[config.mk]
export PLATFORM = sky130hd
export DESIGN_NAME = dest_port_fifo
export DESIGN_NICKNAME = d
export VERILOG_FILES = /design/src/rtl/dest_port_fifo.sv
export SDC_FILE = /design/constraint.sdc
export NUM_CORES = 1
export LEC_CHECK = 0
export BUFFER_PORTS_ARGS = -buffer_cell sky130_fd_sc_hd__buf_2
export CAP_MARGIN = 20
export CORE_ASPECT_RATIO = 0.5
export CORE_MARGIN = 4
export CORE_UTILIZATION = 40
export CTS_BUF_LIST = sky130_fd_sc_hd__clkbuf_8 sky130_fd_sc_hd__clkbuf_16
export DETAILED_ROUTE_END_ITERATION = 6
export HOLD_SLACK_MARGIN = 0.15
export MAX_ROUTING_LAYER = met4
export PLACE_DENSITY = 0.62
export REMOVE_ABC_BUFFERS = 1
export SETUP_SLACK_MARGIN = 0.3
export SYNTH_ARGS = -nofsm -noshare
export SYNTH_HDL_FRONTEND = slang
export SYNTH_SLANG_ARGS = --single-unit
[constraint.sdc]
create_clock -name clk -period 3.08 [get_ports clk]
set_clock_uncertainty 0.2 [all_clocks]
set_input_delay 0 -clock clk [delete_from_list [all_inputs] [get_ports clk]]
set_output_delay 0 -clock clk [all_outputs]
set_load 0.005 [all_outputs]
[src/rtl/dest_port_fifo.sv]
// Destination-side output buffer: FWFT FIFO with header-driven packet tracking and stall-timeout flush.
// Optional sticky drop flag and drop counter enabled by DEST_OVF_STATUS_EN.
module dest_port_fifo #(
    parameter int DATA_W  = 8,
    parameter int DEPTH   = 16,
    parameter int TIMEOUT = 30
) (
    input  logic              clk,
    input  logic              resetn,
    input  logic              write_en,
    input  logic              lfd_state,
    input  logic [DATA_W-1:0] data_in,
    input  logic              read_en,
    output logic [DATA_W-1:0] data_out,
    output logic              valid_out,
    output logic              full,
    output logic              empty,
    output logic              soft_reset,
    output logic              pkt_busy,
    output logic              overflow
);

    localparam int AW = $clog2(DEPTH);
    localparam int PW = AW + 1;
    localparam int SW = $clog2(TIMEOUT + 1);
    localparam int RW = DATA_W - 1;

    logic [DATA_W:0] mem [DEPTH];
    logic [PW-1:0]   wr_ptr;
    logic [PW-1:0]   rd_ptr;
    logic [SW-1:0]   stall_cnt;
    logic [RW-1:0]   pkt_remain;
    logic [DATA_W:0] head;
    logic            stall;
    logic            flush;
    logic            wr_accept;
    logic            rd_accept;

    assign head      = mem[rd_ptr[AW-1:0]];
    assign empty     = (wr_ptr == rd_ptr);
    assign full      = (wr_ptr[AW] != rd_ptr[AW]) && (wr_ptr[AW-1:0] == rd_ptr[AW-1:0]);
    assign valid_out = !empty;
    assign data_out  = empty ? '0 : head[DATA_W-1:0];

    assign stall     = valid_out && !read_en;
    assign flush     = stall && (stall_cnt == SW'(TIMEOUT - 1));
    assign wr_accept = write_en && !full && !flush;
    assign rd_accept = read_en && valid_out && !flush;

    always_ff @(posedge clk) begin
        if (wr_accept) begin
            mem[wr_ptr[AW-1:0]] <= {lfd_state, data_in};
        end
    end

    always_ff @(posedge clk or negedge resetn) begin
        if (!resetn) begin
            wr_ptr     <= '0;
            rd_ptr     <= '0;
            stall_cnt  <= '0;
            soft_reset <= 1'b0;
        end else begin
            soft_reset <= flush;
            if (flush) begin
                wr_ptr    <= '0;
                rd_ptr    <= '0;
                stall_cnt <= '0;
            end else begin
                if (wr_accept) wr_ptr <= wr_ptr + PW'(1);
                if (rd_accept) rd_ptr <= rd_ptr + PW'(1);
                stall_cnt <= stall ? stall_cnt + SW'(1) : '0;
            end
        end
    end

    // Header length field counts payload bytes; the trailing parity byte adds one more pop.
    always_ff @(posedge clk or negedge resetn) begin
        if (!resetn) begin
            pkt_remain <= '0;
            pkt_busy   <= 1'b0;
        end else if (flush) begin
            pkt_remain <= '0;
            pkt_busy   <= 1'b0;
        end else if (rd_accept) begin
            if (head[DATA_W]) begin
                pkt_remain <= {1'b0, head[DATA_W-1:2]} + RW'(1);
                pkt_busy   <= 1'b1;
            end else if (pkt_busy) begin
                pkt_remain <= pkt_remain - RW'(1);
                if (pkt_remain == RW'(1)) pkt_busy <= 1'b0;
            end
        end
    end

`ifdef DEST_OVF_STATUS_EN
    logic        ovf_q;
    logic [15:0] ovf_cnt;

    always_ff @(posedge clk or negedge resetn) begin
        if (!resetn) begin
            ovf_q   <= 1'b0;
            ovf_cnt <= '0;
        end else if (write_en && full) begin
            ovf_q <= 1'b1;
            if (ovf_cnt != 16'hFFFF) ovf_cnt <= ovf_cnt + 16'd1;
        end
    end

    assign overflow = ovf_q;
`else
    assign overflow = 1'b0;
`endif

endmodule

==> flow_summary.ini <==
[status]
outcome = finished, final reports clean

[logic_synthesis]
mappedNetlistArea_sq_um = 7103
synth_most_common_cell = edfxtp_1
synth-seq-area-share_pct = 69.33
ys_warn_count = 0
ys_ff_latch = 168
yosys-top-cells-area = edfxtp_1, mux4_2, dfrtp_1, ha_1, nor2_1
syn_area_per_cell_sq_um = 17.20
syn_inst = 413
synth_edf_count = 144
synth_ff_type = edfxtp_1
ys_types = 44
synth_area_leader_cell = edfxtp_1
netlist.area_leader.share_pct = 60.88
synthTopCellsByCount = edfxtp_1, mux4_2, nor2_1
async_flop_share_pct = 14.29

[worst_setup_path]
crit_buf_inv = 3
worst_path_most_repeated_cell = mux4_2
end_kind = output pin
crit_chain = buf_12 > buf_6 > mux4_2 > mux4_2 > nor2b_1 > buf_2
cp-startpoint = rd_ptr[0]
path_delay_family = multiplexers
startpoint_type = flop
crit_arrival_ps = 2490
path_class = flop to output pin
worstPathRequired_ps = 2880
crit_fanout = 13
critPathMaxStageDelay_ps = 520
reg2reg_from = rd_ptr[0]
cp_slowest_cell = mux4_2

[power]
p_leak_uw = 0.003044
p_sw_share_pct = 34.33
p_per_area_nw_per_um2 = 954.3
p_comb_share_pct = 36.3
vdd_drop_max_mv = 0.6037
p_int_uw = 5400
switching_power_uw = 2823
p_clk_share_pct = 25.8
p_seq_share_pct = 37.9

[floorplanning]
die_area_sq_um = 20080
die_height_um = 102.2
die_w_um = 196.5
design.core.area_sq_um = 17400
start_util_pct = 40.82
rows = 34
num_io_pins = 27

[sta]
timing.final.ws_setup_ps = 385.2
finalHoldViolCount = 0
relSlewSlack_pct = 65.84
finalSetupViolations = 0
finalWorstPathRequiredPeriod_ps = 2695
max_freq_mhz = 371.1
fin_crit_sh_pct = 87.49
grt_setup_unrepaired = yes
worst_pin_slew_ps = 511.3
slew_viol_final = 0

[global_route]
grt_overflow = 0
antenna_found_initial = 0
grt_pass1_wl_mm = 23.70
grt_pass1_vias = 3910
grt_usage_pct = 16.62
grt_max_degree = 25

[cts]
clock_latency_ps = 420
numCtsBuffers = 17
cts-root-buf = clkbuf_16
clock_path_buffers = 2
clock_sinks = 168
htree_num_levels = 4
cts_tree = done
clk_pin_slew_ps = 80

[layout]
stdcell_area_sq_um = 8616
diodes = 0
syn_to_final_growth_pct = 21.30
final_layout_size_suffix_gt1_share_pct = 30.78
nets = 520
final_core_utilization_pct = 49.52

[run]
drv_cap = 0

[detailed_routing]
wl_mm = 15.36
routed_via_density = 5.262
drtPass1Iterations = 4
ant_nets = 0
drt_iter0_markers = 293
wl_per_cell_um = 20.64
vias = 3915
route.detailed.drc = 0

[placed_design]
place_congestion = 0.8556
dpl-instance-area_sq_um = 7735
dp_hpwl_mm = 10.20
portBuffers = 25
dpl_worst_slack_ps = 296.8

[hold_path]
hp-start = data_in[1]
holdCritPathClass = primary input to flop
registers in the layout (all words and copies together), names as in the netlist:
register / count
mem: 144
pkt_remain: 7
rd_ptr: 5
stall_cnt: 5
wr_ptr: 5
pkt_busy: 1
soft_reset: 1
layout make-up:
| class | count | area (sq um) |
|---|---|---|
| Inverter | 10 | 37.54 |
| Multi-Input combinational cell | 215 | 2021 |
| Clock inverter | 15 | 183.9 |
| Sequential cell | 168 | 4931 |
| Clock buffer | 17 | 425.4 |
| Tap cell | 234 | 292.8 |
| Fill cell | 1441 | 8783 |
| Timing Repair Buffer | 85 | 724.4 |
path summary, 6_finish.rpt:
path / endpoint / slack (ps) / cells after the start
setup / recovery: data_out[0] / 390 / 6
hold reg to reg: stall_cnt[0] / 290 / 1
min in group asynchronous: stall_cnt[2] / 390 / 4
setup reg to reg: pkt_remain[2] / 400 / 10
max in group asynchronous: rd_ptr[1] / 2120 / 4
hold / removal: mem[12][1] / 290 / 2
metal layers:
metal  vias to the layer above  wire [um]  GRT usage (%)
met5                         -          0              -
met4                         0        114          4.397
met3                         6       1013          4.809
met2                       103       6995          24.20
met1                      2019       7234          23.18
li1                       1787          -              -
cell families (layout without fill, tap and decap cells):
group	after synthesis	after routing	synth area share [%]
adders and majority gates	10	10	1.761
DFF	168	168	69.33
and+or+nand+nor	98	98	6.606
xor gates and xnor gates	20	20	2.466
muxes	41	41	13.05
buffers and inverters	30	127	2.589
other	1	1	0.05279
AOI/OAI and AO/OA	45	45	4.140
power by group through the flow:
stage | Combinational [uW] | Sequential (uW) | Clock, uW
floorplan | 1670 | 3190 | 0
global placement | 2780 | 3140 | 0
detailed placement | 2800 | 3140 | 0
CTS | 2900 | 3100 | 2160
global route | 3270 | 3160 | 2260
finish | 2990 | 3110 | 2120
cell usage in the layout (no fill, tap or decap), types with 2 or more instances in the layout:
| cell | Yosys | final |
|---|---|---|
| a22oi_1 | 4 | 2 |
| dlygate4sd3_1 | 0 | 13 |
| dfrtp_1 | 24 | 21 |
| nor2_1 | 32 | 32 |
| inv_8 | 0 | 6 |
| or2_2 | 3 | 3 |
| xnor2_1 | 8 | 8 |
| a22o_1 | 3 | 3 |
| a22oi_2 | 0 | 2 |
| a21oi_1 | 15 | 15 |
| mux4_2 | 40 | 40 |
| xor2_1 | 12 | 12 |
| edfxtp_1 | 144 | 144 |
| buf_2 | 4 | 25 |
| or4_1 | 2 | 2 |
| nand3_1 | 7 | 7 |
| inv_1 | 10 | 10 |
| and2_1 | 2 | 2 |
| o21ai_1 | 3 | 3 |
| o21ai_0 | 10 | 10 |
| nor3_2 | 0 | 2 |
| buf_4 | 1 | 38 |
| ha_1 | 10 | 10 |
| inv_6 | 0 | 4 |
| nor3_1 | 10 | 8 |
| nor2b_1 | 8 | 8 |
| buf_12 | 2 | 6 |
| o21a_1 | 2 | 2 |
| nand2b_1 | 2 | 2 |
| a221oi_2 | 1 | 2 |
| nand4_1 | 5 | 5 |
| clkbuf_16 | 0 | 18 |
| clkinv_8 | 0 | 5 |
| nor3b_1 | 2 | 2 |
| nand2_1 | 21 | 21 |
| dfrtp_2 | 0 | 2 |
through the flow:
step	total power (uW)	hold WS [ps]	setup TNS, ps	cells
floorplan	4857	-495.6	-109480	393
global placement	5914	-166.1	0	693
detailed placement	5941	-168.4	0	693
CTS	8155	288.8	0	740
global route	8688	305.0	0	744
finish	8222	290.3	0	744
timing repair:
| action | CTS | global route |
|---|---|---|
| hold buffers | 14 | 0 |
| gates resized for setup | 1 | 8 |
| cloned | 1 | 1 |
| setup buffers | 0 | 3 |
| hold endpoints to repair | 192 | 0 |
| endpoints found under the setup margin | 5 | 69 |
(Power assumes the default switching activity.)
